<file path="config.mk">
export PLATFORM = sky130hd
export DESIGN_NAME = sseg_scan_driver
export DESIGN_NICKNAME = d
export VERILOG_FILES = /design/src/rtl/sseg_pkg.sv /design/src/rtl/sseg_scan_driver_hex.sv /design/src/rtl/sseg_scan_driver.sv
export SDC_FILE = /design/constraint.sdc
export NUM_CORES = 1
export LEC_CHECK = 0
export CAP_MARGIN = 40
export CORE_UTILIZATION = 45
export CTS_CLUSTER_DIAMETER = 100
export DETAILED_ROUTE_END_ITERATION = 10
export PLACE_DENSITY = 0.75
export SYNTH_ARGS = -nofsm -noshare
export SYNTH_HDL_FRONTEND = slang
export SYNTH_SLANG_ARGS = --single-unit
</file>
<file path="constraint.sdc">
create_clock -name clk -period 2.7 [get_ports clk]
set_clock_uncertainty 0.1 [all_clocks]
set_input_delay 0.405 -clock clk [delete_from_list [all_inputs] [get_ports clk]]
set_output_delay 0.405 -clock clk [all_outputs]
set_load 0.005 [all_outputs]
</file>
<file path="src/rtl/sseg_pkg.sv">
// sseg_pkg: shared constants and helpers for the seven-segment driver.
// Patterns are {g,f,e,d,c,b,a}, active-high unless passed through pol7.
package sseg_pkg;

  localparam logic [6:0] SEG_OFF = 7'h00;

  function automatic logic [6:0] hex7(input logic [3:0] n);
    logic [6:0] s;
    case (n)
      4'h0: s = 7'h3F;
      4'h1: s = 7'h06;
      4'h2: s = 7'h5B;
      4'h3: s = 7'h4F;
      4'h4: s = 7'h66;
      4'h5: s = 7'h6D;
      4'h6: s = 7'h7D;
      4'h7: s = 7'h07;
      4'h8: s = 7'h7F;
      4'h9: s = 7'h6F;
      4'hA: s = 7'h77;
      4'hB: s = 7'h7C;
      4'hC: s = 7'h39;
      4'hD: s = 7'h5E;
      4'hE: s = 7'h79;
      default: s = 7'h71;
    endcase
    return s;
  endfunction

  function automatic logic [6:0] pol7(
    input logic [6:0] s,
    input bit         al
  );
    return al ? ~s : s;
  endfunction

endpackage

</file>
<file path="src/rtl/sseg_scan_driver_hex.sv">
// hex_to_sseg: combinational nibble decoder with blanking.
// Output is active-high; polarity is applied by the caller.
module hex_to_sseg
  import sseg_pkg::*;
(
  input  logic [3:0] nib_i,
  input  logic       blank_i,
  output logic [6:0] seg_o
);

  assign seg_o = blank_i ? SEG_OFF : hex7(nib_i);

endmodule

</file>
<file path="src/rtl/sseg_scan_driver.sv">
// sseg_scan_driver: multiplexed hex display with a shadow register
// committed only at frame boundaries so digits never tear.
module sseg_scan_driver
  import sseg_pkg::*;
#(
  parameter int DIGITS     = 4,
  parameter int DIV        = 50000,
  parameter int ACTIVE_LOW = 1
) (
  input  logic                  clk,
  input  logic                  rst_n,
  input  logic                  load,
  input  logic [4*DIGITS-1:0]   value,
  input  logic [DIGITS-1:0]     dp,
  input  logic                  blank_lz,
  output logic [6:0]            seg,
  output logic                  dot,
  output logic [DIGITS-1:0]     an,
  output logic                  frame_ack
);

  localparam int PW = (DIV > 1) ? $clog2(DIV) : 1;
  localparam int IW = (DIGITS > 1) ? $clog2(DIGITS) : 1;
  localparam int VW = 4 * DIGITS;
  localparam bit AL = (ACTIVE_LOW != 0);

  logic [PW-1:0]     pcnt_q, pcnt_d;
  logic [IW-1:0]     idx_q, idx_d;
  logic [VW-1:0]     pval_q, pval_d;
  logic [VW-1:0]     aval_q, aval_d;
  logic [DIGITS-1:0] pdp_q, pdp_d;
  logic [DIGITS-1:0] adp_q, adp_d;
  logic              pblz_q, pblz_d;
  logic              ablz_q, ablz_d;
  logic              pend_q, pend_d;
  logic              tick, boundary, commit;

  logic [DIGITS-1:0] lz;
  logic              lz_run;
  logic [DIGITS-1:0] sel;
  logic [3:0]        nib;
  logic [6:0]        pat;

  logic [6:0]        seg_q;
  logic              dot_q;
  logic [DIGITS-1:0] an_q;
  logic              ack1_q;
  logic              ack_q;

  assign tick     = (pcnt_q == PW'(DIV - 1));
  assign boundary = tick && (idx_q == IW'(DIGITS - 1));

  // Prescaler, digit index, and shadow/commit next state.
  always_comb begin
    pcnt_d = tick ? '0 : pcnt_q + 1'b1;
    idx_d  = idx_q;
    pval_d = pval_q;
    pdp_d  = pdp_q;
    pblz_d = pblz_q;
    aval_d = aval_q;
    adp_d  = adp_q;
    ablz_d = ablz_q;
    pend_d = pend_q;
    commit = 1'b0;
    if (tick) begin
      idx_d = boundary ? '0 : idx_q + 1'b1;
    end
    if (boundary && pend_q) begin
      aval_d = pval_q;
      adp_d  = pdp_q;
      ablz_d = pblz_q;
      pend_d = 1'b0;
      commit = 1'b1;
    end else if (boundary && load) begin
      aval_d = value;
      adp_d  = dp;
      ablz_d = blank_lz;
      commit = 1'b1;
    end
    if (load) begin
      pval_d = value;
      pdp_d  = dp;
      pblz_d = blank_lz;
      pend_d = !(boundary && !pend_q);
    end
  end

  // Counter and shadow/active register state.
  always_ff @(posedge clk) begin
    if (!rst_n) begin
      pcnt_q <= '0;
      idx_q  <= '0;
      pval_q <= '0;
      pdp_q  <= '0;
      pblz_q <= 1'b0;
      aval_q <= '0;
      adp_q  <= '0;
      ablz_q <= 1'b0;
      pend_q <= 1'b0;
    end else begin
      pcnt_q <= pcnt_d;
      idx_q  <= idx_d;
      pval_q <= pval_d;
      pdp_q  <= pdp_d;
      pblz_q <= pblz_d;
      aval_q <= aval_d;
      adp_q  <= adp_d;
      ablz_q <= ablz_d;
      pend_q <= pend_d;
    end
  end

  // Leading-zero mask: digit i blanks when it and all above are zero.
  always_comb begin
    lz_run = ablz_q;
    lz     = '0;
    for (int i = DIGITS - 1; i >= 0; i--) begin
      lz_run = lz_run & (aval_q[4*i +: 4] == 4'h0);
      lz[i]  = lz_run;
    end
    lz[0] = 1'b0;
  end

  assign sel = DIGITS'(1) << idx_q;
  assign nib = aval_q[{idx_q, 2'b00} +: 4];

  hex_to_sseg u_dec (
    .nib_i   (nib),
    .blank_i (lz[idx_q]),
    .seg_o   (pat)
  );

  // Registered display outputs; ack delayed to align with new data.
  always_ff @(posedge clk) begin
    if (!rst_n) begin
      seg_q  <= pol7(SEG_OFF, AL);
      dot_q  <= AL;
      an_q   <= {DIGITS{AL}};
      ack1_q <= 1'b0;
      ack_q  <= 1'b0;
    end else begin
      seg_q  <= pol7(pat, AL);
      dot_q  <= AL ^ adp_q[idx_q];
      an_q   <= {DIGITS{AL}} ^ sel;
      ack1_q <= commit;
      ack_q  <= ack1_q;
    end
  end

  assign seg       = seg_q;
  assign dot       = dot_q;
  assign an        = an_q;
  assign frame_ack = ack_q;

endmodule

</file>
==> results of run 1 <==
## critical path, stage by stage (launching register included)
cell	delay [ns]
dfxtp_1	0.36
or4b_1	0.57
or4_1	0.69
nor2_8	0.42
a221oi_1	0.15
## sequential cells by signal, indices dropped and copies added (netlist names), 2 cells and up
signal,count
idx_q,2
aval_q,16
adp_q,4
seg,7
pdp_q,4
pcnt_q,16
an,4
pval_q,16
## per-stage QoR
stage	total power [mW]	cells	hold slack, ns	utilization
after global routing	2.18	516	0.356	0.553
after global placement	1.32	501	0.320	0.528
final	2.10	516	0.336	0.553
after floorplan	1.26	385	0.312	-
after CTS	2.13	516	0.340	0.553
after detailed placement	1.33	501	0.323	0.528
## cell families (layout without fill, tap and decap cells)
family / Yosys count / after routing / share of synthesized area
adders and majority gates: 11 / 11 / 0.0392
DFF: 75 / 75 / 0.428
AOI/OAI and AO/OA: 81 / 81 / 0.164
muxes: 21 / 21 / 0.0745
xor gates and xnor gates: 11 / 11 / 0.0275
buffers and inverters: 36 / 68 / 0.0474
and+or+nand+nor: 150 / 150 / 0.219
## cell usage in the layout (no fill, tap or decap), types with 2 or more instances in the layout
cell,synthesis,final
a21oi_1,28,28
a221oi_1,3,3
a22oi_2,18,18
and3_1,3,3
buf_4,1,6
clkbuf_8,0,9
clkdlybuf4s50_1,0,36
clkinv_2,0,4
dfxtp_1,75,75
ha_1,11,11
inv_1,10,10
mux2i_1,16,16
mux4_2,4,4
nand2_1,57,57
nand2b_1,22,22
nand3_1,8,8
nand4_1,3,3
nor2_1,20,20
nor2_2,18,18
nor3_1,2,2
nor4_1,3,3
o21ai_0,24,24
o221ai_1,3,3
o31ai_1,2,2
or2_2,2,2
or3_1,3,3
xnor2_1,5,5
xor2_1,6,6
## power by group through the flow
| stage | Clock [mW] | Sequential, mW | Combinational [mW] |
|---|---|---|---|
| floorplan | 0 | 1.17 | 0.0891 |
| global placement | 0 | 1.17 | 0.150 |
| detailed placement | 0 | 1.17 | 0.153 |
| CTS | 0.828 | 1.15 | 0.154 |
| global route | 0.865 | 1.15 | 0.169 |
| finish | 0.806 | 1.15 | 0.152 |
## worst paths after layout
kind                  start        end  slack (ns)  cells after the start
hold reg to reg      ack1_q  frame_ack        0.34                      1
setup / recovery  pcnt_q[4]   adp_q[0]        0.27                      4
hold / removal       ack1_q  frame_ack        0.34                      1
setup reg to reg  pcnt_q[4]   adp_q[0]        0.27                      4
## layer usage
layer  wire [um]  vias to the layer above  GRT usage
li1            -                     1375          -
met1        3200                     1226      0.220
met2        3000                       46      0.283
met3         232                        8     0.0497
met4          74                        0     0.0524
met5           0                        -          0
## cell type report
class / instances / area share
Clock buffer: 9 / 0.0303
Timing Repair Buffer: 42 / 0.0990
Tap cell: 99 / 0.0303
Clock inverter: 6 / 0.0141
Inverter: 11 / 0.0101
Multi-Input combinational cell: 274 / 0.450
Sequential cell: 75 / 0.367
==> impl_metrics.py, run 1 <==
metrics = {
    "run": {
        "max-cap-violations": 0,
    },
    "cts": {
        "clock-sinks": 75,
        "clock_latency_ns": 0.34,
        "cts_tree": "yes",
        "cts_resized": 0,
        "root_buffer": "clkbuf_8",
        "postCtsHoldBufs": 0,
        "post_cts_buffers": 0,
        "path_clk_slew_ns": 0.07,
        "clockBufferDepth": 2,
        "htree_levels": 3,
        "cts_buffers": 9,
    },
    "timing": {
        "fmax_mhz": 412,
        "rsz0062_at_grt": "false",
        "tns_ns": 0,
        "relSlewSlack": 0.538,
        "setup_violations": 0,
        "tightest_slew_ns": 0.691,
        "min_period_ns": 2.43,
        "hold_viol": 0,
        "slew_viol_final": 0,
        "post-route-period-util": 0.899,
        "setup_slack_ns": 0.272,
    },
    "logic_synthesis": {
        "synthArstFlopShare": 0,
        "synth_top_area_share": 0.428,
        "syn_inst": 385,
        "synth_area_um2": 3510,
        "synth_commonest_cells": "dfxtp_1 (75), nand2_1 (57), a21oi_1 (28)",
        "ys_ff_latch": 75,
        "ys_warn_count": 0,
        "synth_edf_count": 0,
        "netlist.top_cell.by_area": "dfxtp_1",
        "synth_nets": 420,
        "synth_most_common_cell": "dfxtp_1",
        "synth_area_leaders": "dfxtp_1 (43%), a22oi_2 (6.4%), nand2_1 (6.1%), mux2i_1 (4.6%), a21oi_1 (4.0%)",
        "syn-mean-instance-area_um2": 9.11,
        "synth.distinct_cells": 43,
        "ys_seq_area_frac": 0.428,
        "synth_ff_type": "dfxtp_1",
    },
    "power": {
        "internal_power_mw": 1.62,
        "p_leak_nw": 1.49,
        "p_comb_frac": 0.072,
        "switching_power_mw": 0.482,
        "p_per_area_nw_per_um2": 514,
        "power_frac_clock": 0.383,
        "p_seq_frac": 0.545,
        "ir_worst_vdd_mv": 0.473,
        "p_sw_frac": 0.229,
    },
    "detailed_routing": {
        "firstDrtPassIters": 4,
        "drt_iter0_markers": 143,
        "routed_via_density": 5.15,
        "remaining_drc_errors": 0,
        "vias": 2655,
        "routed_wl_mm": 6.51,
        "detail-route-antenna-nets": 0,
        "wl_per_cell_um": 12.6,
    },
    "critical_path": {
        "cp.required_ns": 2.80,
        "path_class": "flop to flop",
        "critPathArrivalTime_ns": 2.52,
        "path_max_fanout": 21,
        "cp-start-kind": "flop",
        "end_kind": "flop",
    },
    "floorplan": {
        "die_height_um": 90.3,
        "start_util": 0.474,
        "die_w_um": 90.3,
        "boundaryPins": 37,
        "num_rows": 31,
        "fp.coreArea_um2": 7410,
        "die_area_um2": 8150,
    },
    "grt": {
        "track_usage": 0.173,
        "grt_pass1_vias": 2520,
        "grt_overflow_total": 0,
        "grt_max_degree": 46,
        "antenna_found_initial": 0,
        "grt_pass1_wl_mm": 11.5,
    },
    "worst_hold_path": {
        "worstHoldPathType": "flop to flop",
    },
    "layout": {
        "antennaDiodeCount": 0,
        "area_growth_pct": 16.7,
        "drive_gt1_frac": 0.165,
        "stdcell_area_um2": 4090,
        "multi_input_area_um2": 1840,
        "num-fill-cells": 683,
        "nets": 448,
        "seq_area_um2": 1500,
    },
    "status": {
        "outcome": "complete, no violations",
    },
    "placement": {
        "finalWeightedCongestion": 0.796,
        "dp_hpwl_mm": 4.55,
        "place_area_um2": 3910,
        "place_ws_ns": 0.274,
        "portBuffers": 36,
    },
}
Note: power is estimated with default switching activity, not from simulation.
==> run 2: changes to the inputs <==
- CTS_CLUSTER_DIAMETER: 100 -> 60
- MAX_ROUTING_LAYER: default -> met4
==> run 2 against run 1 <==
  * Routed wire length shrank 0.43%
  * Non-clock buffer count is the same
  * Via count shrank 0.38%
  * Sequential power is essentially flat
  * Maximum frequency is essentially flat
  * Register-to-register slack is essentially flat
  * Worst hold slack is the same
  * Clock power is essentially flat
  * Die area is the same
  * Clock-buffer cell count is the same
  * Final cell count is the same
  * Critical path type unchanged
  * Largest cell class unchanged
==> impl_metrics.py, run 2 (synthesized netlist as in run 1, its figures left out) <==
metrics = {
    "grt": {
        "use_met2": 0.283,
        "grt_max_degree": 46,
        "grt_pass1_vias": 2520,
        "use_met3": 0.0446,
        "met1_usage": 0.220,
        "grt_pass1_wl_mm": 11.5,
        "track_usage": 0.178,
        "grt_busiest_layer": "met2",
        "antenna_found_initial": 0,
        "grt_overflow_total": 0,
    },
    "cts": {
        "cts_tree": "yes",
        "clockBufferDepth": 2,
        "path_clk_slew_ns": 0.07,
        "post_cts_buffers": 0,
        "cts_resized": 0,
        "root_buffer": "clkbuf_8",
        "clock_latency_ns": 0.34,
        "cts_buffers": 9,
        "postCtsHoldBufs": 0,
        "clock-sinks": 75,
        "htree_levels": 3,
    },
    "floorplan": {
        "die_w_um": 90.3,
        "die_area_um2": 8150,
        "boundaryPins": 37,
        "num_rows": 31,
        "die_height_um": 90.3,
        "fp.coreArea_um2": 7410,
        "start_util": 0.474,
    },
    "critical_path": {
        "slowest_delay_ns": 0.64,
        "cp_top_family": "multiplexers",
        "path_max_fanout": 8,
        "cp.required_ns": 2.81,
        "critPathBufInv": 2,
        "cp_cell_sequence": "mux4_2, inv_1, ha_1, inv_1, mux4_2, nand2b_1",
        "cp-start-kind": "flop",
        "path_class": "flop to flop",
        "end_kind": "flop",
        "cpMaxStageDelayCell": "mux4_2",
        "critPathArrivalTime_ns": 2.54,
    },
    "power": {
        "p_seq_frac": 0.546,
        "p_sw_frac": 0.228,
        "internal_power_mw": 1.62,
        "p_per_area_nw_per_um2": 513,
        "ir_worst_vdd_mv": 0.473,
        "power_frac_clock": 0.382,
        "p_comb_frac": 0.072,
        "switching_power_mw": 0.479,
        "p_leak_nw": 1.49,
    },
    "layout": {
        "num-fill-cells": 683,
        "final_cell_mix": "dfxtp_1 (75), nand2_1 (57), clkdlybuf4s50_1 (36), a21oi_1 (28), o21ai_0 (24)",
        "nets": 448,
        "multi_input_area_um2": 1840,
        "area_growth_pct": 16.7,
        "biggestRegsByFlops": "aval_q (16), pcnt_q (16), pval_q (16)",
        "drive_gt1_frac": 0.165,
        "seq_area_um2": 1500,
        "final_common_cell": "dfxtp_1",
        "antennaDiodeCount": 0,
        "instances_no_fill": 516,
    },
    "placement": {
        "dp_cells": 501,
        "place_ws_ns": 0.274,
        "dp_hpwl_mm": 4.55,
        "portBuffers": 36,
        "finalWeightedCongestion": 0.808,
    },
    "timing": {
        "post-route-period-util": 0.900,
        "min_period_ns": 2.43,
        "setup_slack_ns": 0.271,
        "tns_ns": 0,
        "slew_viol_final": 0,
        "relSlewSlack": 0.538,
        "setup_violations": 0,
        "fmax_mhz": 412,
        "tightest_slew_ns": 0.689,
        "hold_viol": 0,
        "rsz0062_at_grt": "false",
    },
    "detailed_routing": {
        "detail-route-antenna-nets": 0,
        "routed_wl_mm": 6.49,
        "routed_via_density": 5.13,
        "remaining_drc_errors": 0,
        "drt_iter0_markers": 130,
        "vias": 2645,
        "wl_per_cell_um": 12.6,
        "firstDrtPassIters": 4,
    },
    "worst_hold_path": {
        "worstHoldPathType": "flop to flop",
    },
    "status": {
        "outcome": "complete, no violations",
    },
    "run": {
        "max-cap-violations": 0,
    },
}
-- run 2: cell counts in the layout (fill, tap and decap cells not counted) --
Identical to the previous run, type by type.
-- run 2: area by class of cell --
class / instances / area share
Multi-Input combinational cell: 274 / 0.450
Clock inverter: 6 / 0.0141
Timing Repair Buffer: 42 / 0.0990
Clock buffer: 9 / 0.0303
Tap cell: 99 / 0.0303
Inverter: 11 / 0.0101
Sequential cell: 75 / 0.367
-- run 2: power by group through the flow --
stage	registers (mW)	clock network, mW	logic [mW]
after floorplan	1.17	0	0.0891
after global placement	1.17	0	0.150
after detailed placement	1.17	0	0.153
after CTS	1.15	0.828	0.154
after global routing	1.15	0.865	0.169
final	1.15	0.803	0.151
-- run 2: final timing paths --
path | from | endpoint | slack, ns | depth (start not counted)
setup / recovery | idx_q[0] | seg[3] | 0.27 | 6
setup reg to reg | idx_q[0] | seg[3] | 0.27 | 6
hold / removal | ack1_q | frame_ack | 0.34 | 1
hold reg to reg | ack1_q | frame_ack | 0.34 | 1
-- run 2: layer usage --
metal / vias to the layer above / share of wire
met5: - / 0
met4: 0 / 0.013
met3: 10 / 0.031
met2: 42 / 0.46
met1: 1216 / 0.49
li1: 1377 / -
-- run 2: metrics by stage --
| stage | area [um^2] | util | hold WS (ns) | total power, mW |
|---|---|---|---|---|
| global route | 4090 | 0.553 | 0.356 | 2.18 |
| detailed placement | 3910 | 0.528 | 0.323 | 1.33 |
| floorplan | 3510 | - | 0.312 | 1.26 |
| CTS | 4090 | 0.553 | 0.340 | 2.13 |
| global placement | 3910 | 0.528 | 0.320 | 1.32 |
| finish | 4090 | 0.553 | 0.336 | 2.10 |
